<file path="src/rtl/uart_link_bridge.sv">
// uart_link_bridge: UART transceiver between board pins and a byte-stream
// interface. 16x oversampled RX with 2-flop synchroniser, framed TX, and
// independent first-word-fall-through FIFOs on both directions.
//
// Optional feature macro: UART_PARITY_EN (adds one even-parity bit to TX and
// RX frames; RX parity mismatch discards the byte and pulses rx_frame_err).
//
// Ports:
//   clock, reset       system clock, asynchronous active-low reset
//   uartRx / uartTx    serial line in / out (idle high)
//   tx_data/tx_valid/tx_ready          TX FIFO write side
//   rx_data/rx_valid/rx_ready          RX FIFO read side (rx_data = head)
//   rx_frame_err, rx_overrun           single-cycle status pulses
//   tx_level, rx_level                 FIFO occupancy

// Synchronous FIFO, pointers carry an extra wrap bit to distinguish full/empty.
module uart_link_fifo #(
    parameter int unsigned WIDTH = 8,
    parameter int unsigned DEPTH = 16
) (
    input  logic                     clock,
    input  logic                     rst_n,
    input  logic [WIDTH-1:0]         in_data,
    input  logic                     in_valid,
    output logic                     in_ready,
    output logic [WIDTH-1:0]         out_data,
    output logic                     out_valid,
    input  logic                     out_ready,
    output logic [$clog2(DEPTH):0]   level
);
    localparam int unsigned AW = $clog2(DEPTH);

    logic [WIDTH-1:0] mem [DEPTH];
    logic [AW:0]      wr_ptr;
    logic [AW:0]      rd_ptr;
    logic             full;
    logic             empty;

    assign full      = (wr_ptr[AW] != rd_ptr[AW]) && (wr_ptr[AW-1:0] == rd_ptr[AW-1:0]);
    assign empty     = (wr_ptr == rd_ptr);
    assign in_ready  = !full;
    assign out_valid = !empty;
    // Head is forced to zero while empty so the output is defined after reset.
    assign out_data  = empty ? '0 : mem[rd_ptr[AW-1:0]];
    assign level     = wr_ptr - rd_ptr;

    always_ff @(posedge clock or negedge rst_n) begin
        if (!rst_n) begin
            wr_ptr <= '0;
            rd_ptr <= '0;
        end else begin
            if (in_valid && !full)
                wr_ptr <= wr_ptr + (AW+1)'(1);
            if (out_ready && !empty)
                rd_ptr <= rd_ptr + (AW+1)'(1);
        end
    end

    always_ff @(posedge clock) begin
        if (in_valid && !full)
            mem[wr_ptr[AW-1:0]] <= in_data;
    end
endmodule

module uart_link_bridge #(
    parameter int unsigned CLK_FREQ_HZ = 100_000_000,
    parameter int unsigned BAUD        = 115_200,
    parameter int unsigned DATA_BITS   = 8,
    parameter int unsigned STOP_BITS   = 1,
    parameter int unsigned FIFO_DEPTH  = 16
) (
    input  logic                          clock,
    input  logic                          reset,
    input  logic                          uartRx,
    output logic                          uartTx,
    input  logic [DATA_BITS-1:0]          tx_data,
    input  logic                          tx_valid,
    output logic                          tx_ready,
    output logic [DATA_BITS-1:0]          rx_data,
    output logic                          rx_valid,
    input  logic                          rx_ready,
    output logic                          rx_frame_err,
    output logic                          rx_overrun,
    output logic [$clog2(FIFO_DEPTH):0]   tx_level,
    output logic [$clog2(FIFO_DEPTH):0]   rx_level
);
    localparam int unsigned DIV_RAW = CLK_FREQ_HZ / (BAUD * 16);
    localparam int unsigned DIV     = (DIV_RAW < 1) ? 1 : DIV_RAW;
    localparam int unsigned CW      = (DIV > 1) ? $clog2(DIV) : 1;

    // Reset asserts asynchronously, releases on a clock edge.
    logic [1:0] rst_q;
    logic       rst_n;
    always_ff @(posedge clock or negedge reset) begin
        if (!reset) rst_q <= '0;
        else        rst_q <= {rst_q[0], 1'b1};
    end
    assign rst_n = rst_q[1];

    // 16x oversampling tick
    logic [CW-1:0] div_cnt;
    logic          tick;
    assign tick = (div_cnt == CW'(DIV - 1));
    always_ff @(posedge clock or negedge rst_n) begin
        if (!rst_n) div_cnt <= '0;
        else        div_cnt <= tick ? '0 : div_cnt + CW'(1);
    end

    // RX synchroniser; rx_prev gives edge detection on the synchronised line
    logic rx_m, rx_s, rx_prev;
    always_ff @(posedge clock or negedge rst_n) begin
        if (!rst_n) begin
            rx_m    <= 1'b1;
            rx_s    <= 1'b1;
            rx_prev <= 1'b1;
        end else begin
            rx_m    <= uartRx;
            rx_s    <= rx_m;
            rx_prev <= rx_s;
        end
    end

    // ---------------- RX ----------------
    typedef enum logic [2:0] {
        RX_IDLE, RX_START, RX_DATA,
`ifdef UART_PARITY_EN
        RX_PARITY,
`endif
        RX_STOP
    } rx_state_t;

    rx_state_t            rx_state;
    logic [3:0]           rx_tcnt;
    logic [3:0]           rx_bitcnt;
    logic [DATA_BITS-1:0] rx_shift;
    logic                 rx_push;
    logic                 rx_in_ready;
`ifdef UART_PARITY_EN
    logic                 rx_par_err;
`endif

    always_ff @(posedge clock or negedge rst_n) begin
        if (!rst_n) begin
            rx_state     <= RX_IDLE;
            rx_tcnt      <= '0;
            rx_bitcnt    <= '0;
            rx_shift     <= '0;
            rx_push      <= 1'b0;
            rx_frame_err <= 1'b0;
            rx_overrun   <= 1'b0;
`ifdef UART_PARITY_EN
            rx_par_err   <= 1'b0;
`endif
        end else begin
            rx_push      <= 1'b0;
            rx_frame_err <= 1'b0;
            // Push was registered last cycle; it is dropped if the FIFO was full.
            rx_overrun   <= rx_push && !rx_in_ready;
            case (rx_state)
                RX_IDLE: begin
                    if (rx_prev && !rx_s) begin
                        rx_state <= RX_START;
                        rx_tcnt  <= '0;
                    end
                end
                RX_START: if (tick) begin
                    if (rx_tcnt == 4'd7) begin
                        rx_tcnt   <= '0;
                        rx_bitcnt <= '0;
                        rx_state  <= rx_s ? RX_IDLE : RX_DATA;
                    end else begin
                        rx_tcnt <= rx_tcnt + 4'd1;
                    end
                end
                RX_DATA: if (tick) begin
                    if (rx_tcnt == 4'd15) begin
                        rx_tcnt   <= '0;
                        rx_shift  <= {rx_s, rx_shift[DATA_BITS-1:1]};
                        rx_bitcnt <= rx_bitcnt + 4'd1;
                        if (rx_bitcnt == 4'(DATA_BITS - 1))
`ifdef UART_PARITY_EN
                            rx_state <= RX_PARITY;
`else
                            rx_state <= RX_STOP;
`endif
                    end else begin
                        rx_tcnt <= rx_tcnt + 4'd1;
                    end
                end
`ifdef UART_PARITY_EN
                RX_PARITY: if (tick) begin
                    if (rx_tcnt == 4'd15) begin
                        rx_tcnt    <= '0;
                        rx_par_err <= (^rx_shift) ^ rx_s;
                        rx_state   <= RX_STOP;
                    end else begin
                        rx_tcnt <= rx_tcnt + 4'd1;
                    end
                end
`endif
                RX_STOP: if (tick) begin
                    if (rx_tcnt == 4'd15) begin
                        rx_tcnt  <= '0;
                        rx_state <= RX_IDLE;
`ifdef UART_PARITY_EN
                        if (!rx_s || rx_par_err)
`else
                        if (!rx_s)
`endif
                            rx_frame_err <= 1'b1;
                        else
                            rx_push <= 1'b1;
                    end else begin
                        rx_tcnt <= rx_tcnt + 4'd1;
                    end
                end
                default: rx_state <= RX_IDLE;
            endcase
        end
    end

    uart_link_fifo #(.WIDTH(DATA_BITS), .DEPTH(FIFO_DEPTH)) u_rx_fifo (
        .clock     (clock),
        .rst_n     (rst_n),
        .in_data   (rx_shift),
        .in_valid  (rx_push),
        .in_ready  (rx_in_ready),
        .out_data  (rx_data),
        .out_valid (rx_valid),
        .out_ready (rx_ready),
        .level     (rx_level)
    );

    // ---------------- TX ----------------
    typedef enum logic [2:0] {
        TX_IDLE, TX_START, TX_DATA,
`ifdef UART_PARITY_EN
        TX_PARITY,
`endif
        TX_STOP
    } tx_state_t;

    tx_state_t            tx_state;
    logic [3:0]           tx_tcnt;
    logic [3:0]           tx_bitcnt;
    logic                 tx_stopcnt;
    logic [DATA_BITS-1:0] tx_shift;
    logic [DATA_BITS-1:0] tx_head;
    logic                 tx_head_valid;
    logic                 tx_pop;
`ifdef UART_PARITY_EN
    logic                 tx_par;
`endif

    // Pop when idle, or at the end of the last stop bit so frames run back to back.
    assign tx_pop = tx_head_valid &&
                    ((tx_state == TX_IDLE) ||
                     ((tx_state == TX_STOP) && tick && (tx_tcnt == 4'd15) &&
                      (tx_stopcnt == 1'(STOP_BITS - 1))));

    always_ff @(posedge clock or negedge rst_n) begin
        if (!rst_n) begin
            tx_state   <= TX_IDLE;
            tx_tcnt    <= '0;
            tx_bitcnt  <= '0;
            tx_stopcnt <= 1'b0;
            tx_shift   <= '0;
            uartTx     <= 1'b1;
`ifdef UART_PARITY_EN
            tx_par     <= 1'b0;
`endif
        end else if (tx_pop) begin
            tx_shift <= tx_head;
            tx_tcnt  <= '0;
            tx_state <= TX_START;
            uartTx   <= 1'b0;
`ifdef UART_PARITY_EN
            tx_par   <= ^tx_head;
`endif
        end else begin
            case (tx_state)
                TX_IDLE: uartTx <= 1'b1;
                TX_START: if (tick) begin
                    if (tx_tcnt == 4'd15) begin
                        tx_tcnt   <= '0;
                        tx_bitcnt <= '0;
                        uartTx    <= tx_shift[0];
                        tx_shift  <= tx_shift >> 1;
                        tx_state  <= TX_DATA;
                    end else begin
                        tx_tcnt <= tx_tcnt + 4'd1;
                    end
                end
                TX_DATA: if (tick) begin
                    if (tx_tcnt == 4'd15) begin
                        tx_tcnt <= '0;
                        if (tx_bitcnt == 4'(DATA_BITS - 1)) begin
`ifdef UART_PARITY_EN
                            uartTx   <= tx_par;
                            tx_state <= TX_PARITY;
`else
                            uartTx     <= 1'b1;
                            tx_stopcnt <= 1'b0;
                            tx_state   <= TX_STOP;
`endif
                        end else begin
                            uartTx    <= tx_shift[0];
                            tx_shift  <= tx_shift >> 1;
                            tx_bitcnt <= tx_bitcnt + 4'd1;
                        end
                    end else begin
                        tx_tcnt <= tx_tcnt + 4'd1;
                    end
                end
`ifdef UART_PARITY_EN
                TX_PARITY: if (tick) begin
                    if (tx_tcnt == 4'd15) begin
                        tx_tcnt    <= '0;
                        uartTx     <= 1'b1;
                        tx_stopcnt <= 1'b0;
                        tx_state   <= TX_STOP;
                    end else begin
                        tx_tcnt <= tx_tcnt + 4'd1;
                    end
                end
`endif
                TX_STOP: if (tick) begin
                    if (tx_tcnt == 4'd15) begin
                        tx_tcnt <= '0;
                        if (tx_stopcnt == 1'(STOP_BITS - 1))
                            tx_state <= TX_IDLE;
                        else
                            tx_stopcnt <= tx_stopcnt + 1'b1;
                    end else begin
                        tx_tcnt <= tx_tcnt + 4'd1;
                    end
                end
                default: tx_state <= TX_IDLE;
            endcase
        end
    end

    uart_link_fifo #(.WIDTH(DATA_BITS), .DEPTH(FIFO_DEPTH)) u_tx_fifo (
        .clock     (clock),
        .rst_n     (rst_n),
        .in_data   (tx_data),
        .in_valid  (tx_valid),
        .in_ready  (tx_ready),
        .out_data  (tx_head),
        .out_valid (tx_head_valid),
        .out_ready (tx_pop),
        .level     (tx_level)
    );
endmodule
</file>
<file path="config.mk">
export PLATFORM = sky130hd
export DESIGN_NAME = uart_link_bridge
export DESIGN_NICKNAME = d
export VERILOG_FILES = /design/src/rtl/uart_link_bridge.sv
export SDC_FILE = /design/constraint.sdc
export NUM_CORES = 1
export LEC_CHECK = 0
export CORE_ASPECT_RATIO = 1.5
export CORE_MARGIN = 4
export CORE_UTILIZATION = 55
export CTS_CLUSTER_DIAMETER = 120
export DETAILED_ROUTE_END_ITERATION = 7
export PLACE_DENSITY = 0.72
export SLEW_MARGIN = 5
export SYNTH_ARGS = -nofsm -noshare
export SYNTH_HDL_FRONTEND = slang
export SYNTH_SLANG_ARGS = --single-unit
export TNS_END_PERCENT = 10
</file>
<file path="constraint.sdc">
create_clock -name clock -period 5.85 [get_ports clock]
set_input_delay 0.585 -clock clock [delete_from_list [all_inputs] [get_ports clock]]
set_output_delay 0.585 -clock clock [all_outputs]
set_load 0.005 [all_outputs]
</file>
## Word-level counts from Yosys, hierarchy flattened

Memories as Yosys holds them, arrays and structs flattened.
Index checks and enable logic that the tools add are counted.

| storage, ports and cells | value |
|---|---|
| bits in registers | 74 |
| bits in writable memories | 256 |
| input port bits | 13 |
| word-level logic and storage cells | 200 |
| memories | 2 |

| cells by class | value |
|---|---|
| add/sub/neg operators | 12 |
| equal/unequal tests | 45 |
| multiplexer cells | 77 |
| bitwise logic cells | 2 |
| reduce and logical (&&, ||, !) cells | 40 |

Memory list:

| name | words | bits a word | rd ports | clocked after Yosys merged registers in | wr ports | line | text |
|---|---|---|---|---|---|---|---|
| u_rx_fifo.mem | 16 | 8 | 1 | 0 | 1 | 33 | `logic [WIDTH-1:0] mem [DEPTH];` |
| u_tx_fifo.mem | 16 | 8 | 1 | 0 | 1 | 33 |  |

Operators with widths:

| cell | number |
|---|---|
| two-way mux 4 bit | 18 |
| two-way mux 8 bit | 8 |
| two-way mux 3 bit | 17 |
| != test 2 bit, second input constant | 15 |
| two-way mux 1 bit | 24 |
| != test 3 x 2 -> 1 bit, second input constant | 8 |
| case mux 3 bit (4 select lines) | 2 |
| adder 5 x 1 -> 5 bit, second input constant | 4 |
| adder 4 x 1 -> 4 bit, second input constant | 4 |
| case mux 4 bit (2 select lines) | 2 |
| case mux 8 bit (2 select lines) | 1 |
| AND reduction 7 bit | 2 |
| == test 3 x 2 -> 1 bit, second input constant | 4 |
| == test 4 x 3 -> 1 bit, second input constant | 3 |
| logical AND 1 bit | 12 |
| case mux 4 bit (3 select lines) | 1 |
| == test 5 bit | 2 |
| AND reduction 5 bit | 2 |
| nonzero test 2 bit | 5 |
| subtractor 5 bit | 2 |
| AND reduction 9 bit | 1 |
| == test 4 bit | 2 |
| == test 4 bit, second input constant | 2 |
| AND reduction 8 bit | 1 |
| 23 further kinds | 34 |

## Longest topological paths before layout

Gate-level depths: netlist (run 1).

| depth | value |
|---|---|
| depth after elaboration | 8 |
| gate-level depth with buffers | 11 |
| depth with buffers taken out | 7 |

## Modules after synthesis

Synthesis (run 1) repeated with hierarchy kept, for this count alone.

| second synthesis, totals | value |
|---|---|
| cells, all modules | 818 |
| area, all modules | 13,890.8 um2 |

Modules (own cells, without submodules):

| module | instances | cells each | area an instance (um2) | seq. area each (um2) |
|---|---|---|---|---|
| uart_link_fifo at u_rx_fifo | 1 | 285 | 5,703.0 | 4,093.9 |
| uart_link_fifo at u_tx_fifo | 1 | 292 | 5,685.5 | 4,093.9 |
| uart_link_bridge | 1 | 241 | 2,502.4 | 1,281.2 |

## Least setup slack after synthesis (run 1)

No wires, ideal clock.

| timing | value |
|---|---|
| path type | reg2reg |
| from | register u_tx_fifo.rd_ptr[2] |
| to | memory u_tx_fifo.mem[3][0] (enable) |
| arrival time | 2.917 ns |
| path slack | 2.550 ns |
| cell stages (with the launch flop) | 10 |
| path buffers | 3 |
| period minus slack after synthesis | 3.300 ns |
| cell sequence | dfrtp_1 > clkbuf_1 > clkbuf_1 > inv_1 > ha_1 > and4_1 > clkbuf_1 > a21boi_1 > nand2_1 > nor3_1 |

| on the way | value |
|---|---|
| longest elaborated chain between the ends | 6 |

RTL lines:

| item | line | text |
|---|---|---|
| start: declaration | 35 | `logic [AW:0] rd_ptr;` |
| start signal: assignment | 55 | `rd_ptr <= rd_ptr + (AW+1)'(1);` |
| == test 4 bit | 39 | `assign full = (wr_ptr[AW] != rd_ptr[AW]) && (wr_ptr[AW-1:0] == rd_ptr[AW-1:0]);` |
| logical AND 1 bit | 39 |  |
| logical NOT 1 bit | 60 | `if (in_valid && !full)` |
| logical AND 1 bit | 60 |  |
| two-way mux 1 bit | 60 |  |
| two-way mux 1 bit (not written as such) | 61 | `mem[wr_ptr[AW-1:0]] <= in_data;` |
| end: declaration | 33 |  |

Every way passes these cells.

## Worst setup path in the final report (run 1)

| timing | value |
|---|---|
| from | register u_rx_fifo.rd_ptr[0] |
| to | output rx_data[1] |

| on the way | value |
|---|---|
| longest elaborated chain between the ends | 2 |

RTL lines:

| item | line | text |
|---|---|---|
| start: declaration | 35 |  |
| start signal: assignment | 55 |  |
| memory read (16 x 8 bit) or == test 5 bit (tied branches) | - |  |
| two-way mux 8 bit * | 44 | `assign out_data = empty ? '0 : mem[rd_ptr[AW-1:0]];` |
| end: declaration | 79 | `output logic [DATA_BITS-1:0] rx_data,` |

Mark *: on every way between the ends. The rest lies on a longest branch, timed or not.

==> results of run 1 <==
## cell type report
class	instances	area, µm²	area share [%]
clock inverter	19	208	1.35
clock buffer	36	815	5.28
timing repair buffer	44	418	2.71
sequential	327	9470	61.5
tap	324	405	2.63
multi-input combinational	407	3970	25.8
inverter	32	120	0.779
## cell usage after synthesis (all sizes together) (6+ instances only)
master / n / share of area (%)
and2: 11 / 0.50
mux4: 72 / 12
nand3: 24 / 0.87
nor3: 11 / 0.40
clkbuf: 24 / 0.66
inv: 32 / 0.87
nand2: 24 / 0.66
edfxtp: 256 / 56
mux2: 11 / 0.90
a21oi: 9 / 0.33
nor2: 32 / 0.87
xor2: 6 / 0.38
xnor2: 24 / 1.5
buf: 16 / 0.65
dfrtp: 67 / 12
ha: 28 / 2.5
a22o: 18 / 1.1
nor4: 14 / 0.64
a31oi: 10 / 0.46
nand4: 11 / 0.50
a21o: 6 / 0.33
and3: 15 / 0.68
o211ai: 6 / 0.33
o21ai: 23 / 0.84
## layer usage
metal / vias to the layer above / track usage (%) / part of all wire, %
met5: - / 0 / 0
met2: 239 / 38.0 / 56
li1: 3255 / - / -
met4: 0 / 7.77 / 3.8
met1: 3769 / 24.7 / 36
met3: 61 / 2.73 / 4.4
## sequential cells by signal, indices dropped and copies added (netlist names), 5 cells and up
signal	count
u_rx_fifo.rd_ptr	5
u_tx_fifo.rd_ptr	5
u_rx_fifo.mem	128
u_rx_fifo.wr_ptr	5
u_tx_fifo.mem	128
rx_shift	8
u_tx_fifo.wr_ptr	5
div_cnt	6
tx_shift	8
## power groups by stage
| stage | combinational, mW | clock (mW) | sequential, mW |
|---|---|---|---|
| after floorplan | 0.588 | 0 | 2.73 |
| after global placement | 0.788 | 0 | 2.81 |
| after detailed placement | 0.814 | 0 | 2.82 |
| after CTS | 0.821 | 2.03 | 2.77 |
| after global routing | 0.880 | 2.14 | 2.78 |
| final | 0.805 | 1.99 | 2.77 |
## per-stage QoR
step,hold slack [ns],cell area [µm²],utilization (%),setup slack (ns)
after floorplan,0.289,13700,-,2.55
after global placement,0.338,14400,58.7,2.25
after detailed placement,0.352,14400,58.7,1.95
after CTS,0.176,15400,62.8,1.75
after global routing,0.184,15400,62.8,1.62
final,0.200,15400,62.8,1.83
## worst paths after layout
| check | startpoint | endpoint | slack [ns] | depth (start not counted) |
|---|---|---|---|---|
| min reg2reg | rst_q[0] | rst_q[1] | 0.36 | 0 |
| min in group clock | rst_q[0] | rst_q[1] | 0.36 | 0 |
| min | reset | rst_q[0] | 0.20 | 1 |
| max reg2reg | u_tx_fifo.rd_ptr[0] | u_tx_fifo.mem[0][5] | 2.01 | 6 |
| max in group asynchronous | rst_q[1] | u_rx_fifo.rd_ptr[0] | 4.72 | 1 |
| max | u_rx_fifo.rd_ptr[0] | rx_data[1] | 1.83 | 5 |
## worst max-delay path, cell delays in order (launching register included)
cell	delay [ns]
dfrtp_2	0.76
buf_4	0.43
mux4_2	0.57
mux4_2	0.48
and2_1	0.17
clkdlybuf4s50_1	0.44
## cell families after synthesis
family | share of synthesized area (%)
AO/OA/AOI/OAI | 5.05
flip-flops | 68.9
multiplexers | 12.8
XOR/XNOR | 1.91
AND/OR/NAND/NOR | 6.31
adder cells (fa/ha/maj) | 2.84
buffers and inverters | 2.18
other | 0.0273
==> results.py, run 1 <==
metrics = {
    "global_route": {
        "grt_pass1_wl_um": 44200,
        "grt_use_total_pct": 20.8,
        "grt_pass1_vias": 7761,
        "grt_max_degree": 70,
        "antenna_found_initial": 0,
        "grt_overflow": 0,
    },
    "route": {
        "wirelength_um": 27800,
        "ant_nets": 0,
        "wl_per_cell_um": 23.4,
        "initialDrtViolationCount": 532,
        "firstDrtPassIters": 5,
        "post-route-drc-count": 0,
        "vias": 7324,
        "vias_per_cell": 6.16,
    },
    "critical_path": {
        "cp_max_fo": 20,
        "crit_type": "reg -> out",
        "cp.required_ns": 5.27,
        "end_kind": "output port",
        "start_kind": "flip-flop",
        "cp_data_arrival_time_ns": 3.43,
    },
    "pwr": {
        "power.net_switching_mw": 1.38,
        "irDropWorstVdd_mv": 0.322,
        "powerDensity_mw_per_mm2": 361,
        "clock_power_share_pct": 35.8,
        "p_comb_share_pct": 14.5,
        "power.internal_mw": 4.19,
        "total_power_mw": 5.56,
        "seqPwrFrac_pct": 49.7,
        "switching_share_pct": 24.8,
        "power_leakage_nw": 5.77,
    },
    "synth": {
        "syn_area_mm2": 0.0137,
        "async_flop_share_pct": 21.7,
        "ys_seq_elements": 327,
        "synth_edf_count": 256,
        "avgSynthCellArea_um2": 17.0,
        "yosysWarnings": 0,
        "synth_fp_nets": 849,
        "postSynthCellCount": 806,
        "ys_seq_area_share_pct": 68.9,
        "yosysUniqueCellTypes": 60,
        "synthFlopType": "edfxtp_1",
    },
    "floorplanning": {
        "dieArea_mm2": 0.0276,
        "fp.dieW_um": 137,
        "core.rowCount": 70,
        "core_mm2": 0.0245,
        "ioPinCount": 36,
        "die_h_um": 202,
        "start_util_pct": 56.0,
    },
    "clocking": {
        "cts-resized-gates": 0,
        "cts_buffers": 30,
        "htreeDepth": 1,
        "clock_tree.buffer_depth": 3,
        "root_buffer": "clkbuf_16",
        "clk_pin_slew_ns": 0.06,
        "worstSkewPairLatency_ns": 0.55,
        "tritoncts": "done",
        "postCtsSetupBuffers": 0,
        "cts_num_sinks": 327,
        "postCtsHoldBufs": 0,
    },
    "timing": {
        "fin_skew_ns": 0.00705,
        "hold_viol": 0,
        "rsz0062_at_grt": "no",
        "drv_slew": 0,
        "period_share_pct": 68.7,
        "relSlewSlack_pct": 15.2,
        "setup_violations": 0,
        "period_minus_slack_ns": 4.02,
        "fmax_mhz": 249,
        "totalNegativeSetupSlack_ns": 0,
        "max_slew.worst_pin.slew_ns": 1.26,
    },
    "placement": {
        "hpwl_um": 18900,
        "dpl.cell_count": 1134,
        "portBuffers": 35,
        "gp_congestion": 0.845,
    },
    "flow_run": {
        "drv_cap": 0,
    },
    "cells_and_area": {
        "mostFrequentLayoutCell": "edfxtp_1",
        "area_growth_pct": 12.2,
        "fillers": 1766,
        "n_antenna_cell": 0,
        "fin_nets": 885,
        "drive_above_1_share_pct": 18.2,
        "final_cells": 1189,
        "final_cell_mix": "edfxtp_1, mux4_2, dfrtp_1",
    },
    "run_status": {
        "status": "complete, no violations",
    },
    "hold_path": {
        "hold_class": "in -> async",
    },
}
Note: power is estimated with default switching activity, not from simulation.
==> inputs of run 2 (changes only) <==
- clock period: 5.85 -> 3.9 ns (I/O delays scaled with it)
==> run 2 against run 1 <==
Count of clock-buffer cells in the layout decreased by 4. Clock skew increased by 0.0054 ns. Via count decreased by 0.46%. Largest power group unchanged. Worst hold slack improved by 0.052 ns. Critical path depth unchanged. Non-clock buffer count increased by 8.
==> results.py, run 2 (synthesis results as in run 1) <==
metrics = {
    "pwr": {
        "powerDensity_mw_per_mm2": 545,
        "power.net_switching_mw": 2.11,
        "p_comb_share_pct": 15.6,
        "power_leakage_nw": 5.80,
        "seqPwrFrac_pct": 48.1,
        "irDropWorstVdd_mv": 0.549,
        "total_power_mw": 8.45,
        "switching_share_pct": 25.0,
        "power.internal_mw": 6.34,
        "clock_power_share_pct": 36.3,
    },
    "cells_and_area": {
        "drive_above_1_share_pct": 18.8,
        "fin_nets": 893,
        "n_antenna_cell": 0,
        "area_growth_pct": 12.8,
        "final_cell_mix": "edfxtp_1, mux4_2, dfrtp_1",
        "final_cells": 1198,
        "mostFrequentLayoutCell": "edfxtp_1",
        "utilization_pct": 63.2,
        "fillers": 1752,
    },
    "clocking": {
        "postCtsHoldBufs": 1,
        "clock_tree.buffer_depth": 3,
        "clk_pin_slew_ns": 0.07,
        "root_buffer": "clkbuf_16",
        "tritoncts": "done",
        "worstSkewPairLatency_ns": 0.55,
        "postCtsSetupBuffers": 0,
        "cts_buffers": 30,
        "cts-resized-gates": 0,
        "cts_num_sinks": 327,
        "htreeDepth": 1,
    },
    "route": {
        "initialDrtViolationCount": 632,
        "ant_nets": 0,
        "vias": 7290,
        "wirelength_um": 27600,
        "vias_per_cell": 6.09,
        "wl_per_cell_um": 23.1,
        "firstDrtPassIters": 5,
        "post-route-drc-count": 0,
    },
    "critical_path": {
        "critPathMostFrequentCell": "mux4_2",
        "crit_start": "u_rx_fifo.rd_ptr[0]",
        "cp.required_ns": 3.51,
        "r2r_start": "u_rx_fifo.rd_ptr[2]",
        "cp_data_arrival_time_ns": 3.19,
        "crit_type": "reg -> out",
        "slowest_delay_ns": 0.60,
        "end_kind": "output port",
        "start_kind": "flip-flop",
        "path_cells": "buf_4 > mux4_2 > mux4_2 > and2_1 > clkdlybuf4s50_1",
        "crit_slowest_cell": "mux4_2",
        "cp_max_fo": 34,
    },
    "placement": {
        "hpwl_um": 18800,
        "dpl.cell_count": 1141,
        "portBuffers": 35,
        "gp_congestion": 0.837,
    },
    "timing": {
        "fmax_mhz": 279,
        "max_slew.worst_pin.slew_ns": 1.04,
        "fin_skew_ns": 0.0124,
        "totalNegativeSetupSlack_ns": 0,
        "relSlewSlack_pct": 30.2,
        "hold_viol": 0,
        "setup_violations": 0,
        "period_share_pct": 91.8,
        "drv_slew": 0,
        "rsz0062_at_grt": "no",
        "period_minus_slack_ns": 3.58,
    },
    "hold_path": {
        "min-delay-start": "uartRx",
        "hold_class": "in -> reg",
    },
    "floorplanning": {
        "core.rowCount": 70,
        "ioPinCount": 36,
        "core_mm2": 0.0245,
        "die_h_um": 202,
        "fp.dieW_um": 137,
        "start_util_pct": 56.0,
        "dieArea_mm2": 0.0276,
    },
    "global_route": {
        "grt_max_degree": 45,
        "antenna_found_initial": 0,
        "grt_use_total_pct": 20.6,
        "grt_overflow": 0,
        "grt_pass1_vias": 7733,
        "grt_pass1_wl_um": 43900,
    },
    "flow_run": {
        "drv_cap": 0,
    },
    "run_status": {
        "status": "complete, no violations",
    },
}
run 2: cell types whose count changed in the layout (fill, tap and decap cells not counted), moves of 2 or more:
cell | previous run | this run
clkinvlp_4 | 2 | 5
clkinv_2 | 7 | 2
clkbuf_8 | 2 | 0
buf_4 | 9 | 16
clkbuf_1 | 3 | 1
clkinv_1 | 3 | 6
run 2: per-stage QoR:
stage | instance area [µm²] | hold slack, ns | setup WS (ns)
6_report | 15500 | 0.252 | 0.319
5_1_grt | 15500 | 0.230 | 0.120
4_1_cts | 15500 | 0.234 | 0.215
3_5_place_dp | 14400 | 0.336 | 0.783
3_3_place_gp | 14400 | 0.339 | 0.813
2_1_floorplan | 13700 | 0.0944 | 0.600
run 2: worst paths after layout:
path	to	depth (start not counted)	slack [ns]
min in group asynchronous	u_tx_fifo.rd_ptr[4]	0	0.44
hold / removal	rx_m	1	0.25
hold reg to reg	rst_q[1]	0	0.36
setup reg to reg	u_rx_fifo.mem[13][2]	6	0.69
max in group asynchronous	rx_s	1	2.51
setup / recovery	rx_data[5]	5	0.32
run 2: worst max-delay path, delay by kind of cell, from the launching register on:
kind                   cells  cell delay, ns
muxes                      2            1.09
buffers and inverters      2            0.96
DFF                        1            0.38
and+or+nand+nor            1            0.18
run 2: final cells by class:
| class | count | area (µm²) | share of cell area [%] |
|---|---|---|---|
| clock buffer | 32 | 779 | 5.03 |
| clock inverter | 24 | 275 | 1.78 |
| inverter | 32 | 120 | 0.775 |
| multi-input combinational | 407 | 3970 | 25.6 |
| sequential | 327 | 9470 | 61.1 |
| tap | 324 | 405 | 2.61 |
| timing repair buffer | 52 | 480 | 3.10 |
run 2: power by group through the flow:
stage / Combinational, mW / Sequential (mW) / Clock, mW
after floorplan: 0.882 / 4.09 / 0
after global placement: 1.32 / 4.13 / 0
after detailed placement: 1.34 / 4.14 / 0
after CTS: 1.35 / 4.07 / 3.11
after global routing: 1.44 / 4.09 / 3.28
final: 1.32 / 4.07 / 3.06
run 2: per-layer routing:
metal,track usage (%),vias up,share of wire [%]
met1,24.3,3729,36
met2,39.2,238,57
met4,5.71,0,2.7
li1,-,3269,-
met3,2.25,54,3.7
met5,0,-,0
==> inputs of run 3 (changes only) <==
- CORE_UTILIZATION: 55 -> 50
- PLACE_DENSITY: 0.72 -> 0.67
==> run 3 against run 2 <==
Global-route usage is 1.8 points lower. Worst hold slack lost 0.014 ns. Wire length shrank 0.55%. Highest routed layer unchanged. Largest cell class unchanged. Largest power group unchanged.
==> results.py, run 3 (synthesis results as in run 1) <==
metrics = {
    "run_status": {
        "status": "complete, no violations",
    },
    "critical_path": {
        "crit_type": "reg -> out",
        "path_cells": "buf_12 > mux4_2 > mux4_2 > and2_1 > clkdlybuf4s50_1",
        "crit_slowest_cell": "dfrtp_2",
        "path_depth": 5,
        "path_delay_family": "multiplexers",
        "crit_buf_inv": 2,
        "cp_data_arrival_time_ns": 3.28,
        "start_kind": "flip-flop",
        "slowest_delay_ns": 0.81,
        "critPathMostFrequentCell": "mux4_2",
        "cp_max_fo": 20,
        "cp.required_ns": 3.51,
        "r2r_cells": 5,
        "end_kind": "output port",
    },
    "clocking": {
        "clk_pin_slew_ns": 0.07,
        "cts_num_sinks": 327,
        "htreeDepth": 1,
        "cts-resized-gates": 0,
        "cts_buffers": 30,
        "worstSkewPairLatency_ns": 0.56,
        "clock_tree.buffer_depth": 3,
        "postCtsSetupBuffers": 0,
        "tritoncts": "done",
        "postCtsHoldBufs": 1,
        "root_buffer": "clkbuf_16",
    },
    "timing": {
        "max_slew.worst_pin.slew_ns": 1.09,
        "period_minus_slack_ns": 3.67,
        "setup_violations": 0,
        "fin_ws_ns": 0.229,
        "totalNegativeSetupSlack_ns": 0,
        "rsz0062_at_grt": "no",
        "fmax_mhz": 272,
        "hold_viol": 0,
        "period_share_pct": 94.1,
        "fin_skew_ns": 0.0120,
        "relSlewSlack_pct": 27.1,
        "drv_slew": 0,
    },
    "floorplanning": {
        "die_h_um": 211,
        "start_util_pct": 50.7,
        "fp.dieW_um": 143,
        "core_mm2": 0.0271,
        "ioPinCount": 36,
        "core.rowCount": 74,
        "dieArea_mm2": 0.0303,
    },
    "global_route": {
        "grt_overflow": 0,
        "grt_use_total_pct": 18.8,
        "grt_pass1_wl_um": 43900,
        "grt_max_degree": 45,
        "antenna_found_initial": 0,
        "grt_pass1_vias": 7768,
    },
    "cells_and_area": {
        "area_growth_pct": 13.8,
        "final_cell_area_mm2": 0.0156,
        "fin_nets": 891,
        "n_antenna_cell": 0,
        "utilization_pct": 57.6,
        "drive_above_1_share_pct": 18.8,
        "mostFrequentLayoutCell": "edfxtp_1",
        "final_cell_mix": "edfxtp_1, mux4_2, dfrtp_1",
    },
    "route": {
        "initialDrtViolationCount": 535,
        "vias_per_cell": 5.96,
        "wl_per_cell_um": 22.6,
        "wirelength_um": 27500,
        "ant_nets": 0,
        "post-route-drc-count": 0,
        "vias": 7236,
        "firstDrtPassIters": 5,
    },
    "pwr": {
        "power_leakage_nw": 5.86,
        "powerDensity_mw_per_mm2": 557,
        "total_power_mw": 8.71,
        "irDropWorstVdd_mv": 0.409,
    },
    "flow_run": {
        "drv_cap": 0,
    },
    "placement": {
        "placed_area_mm2": 0.0145,
        "hpwl_um": 19000,
        "portBuffers": 35,
        "dpl_worst_slack_ns": 0.758,
        "gp_congestion": 0.835,
    },
    "hold_path": {
        "hold_class": "in -> reg",
        "hold_depth": 1,
    },
}
-- run 3: path summary, 6_finish.rpt --
path | from | slack, ns | to
min reg2reg | rst_q[0] | 0.35 | rst_q[1]
min | uartRx | 0.24 | rx_m
max reg2reg | u_rx_fifo.rd_ptr[0] | 0.91 | u_rx_fifo.mem[13][7]
max | u_rx_fifo.rd_ptr[0] | 0.23 | rx_data[4]
min in group asynchronous | rst_q[1] | 0.43 | u_tx_fifo.wr_ptr[4]
max in group asynchronous | rst_q[1] | 2.52 | u_rx_fifo.rd_ptr[0]
-- run 3: worst reg2reg max path, stage by stage, from the launching register on --
cell	delay [ns]
dfrtp_2	0.81
ha_1	0.36
and4_1	0.26
a21boi_1	0.43
nand3_1	0.21
nor2_1	0.56
-- run 3: report_power, final --
part	switching, mW	internal (mW)	total [mW]
sequential	0.218	3.94	4.16
combinational	0.592	0.597	1.19
clock	1.26	2.11	3.36
total	2.07	6.65	8.71
-- run 3: metal layers --
layer / track usage (%) / part of all wire [%] / up-vias
met5: 0 / 0 / -
met4: 6.56 / 3.4 / 0
met3: 1.99 / 4.1 / 59
met2: 35.3 / 56 / 210
met1: 22.2 / 36 / 3706
li1: - / - / 3261
-- run 3: area by class of cell --
type	count	area (µm²)
flip-flops and latches	327	9470
repair buffers	50	478
multi-input cells	407	3970
fillers	2007	11500
clock buffers	31	776
well taps	342	428
clock inverters	25	384
inverters	32	120
-- run 3: metrics by stage --
stage / instances / hold WS, ns
floorplan: 806 / 0.0944
global placement: 1157 / 0.339
detailed placement: 1157 / 0.339
CTS: 1214 / 0.218
global route: 1214 / 0.216
finish: 1214 / 0.238
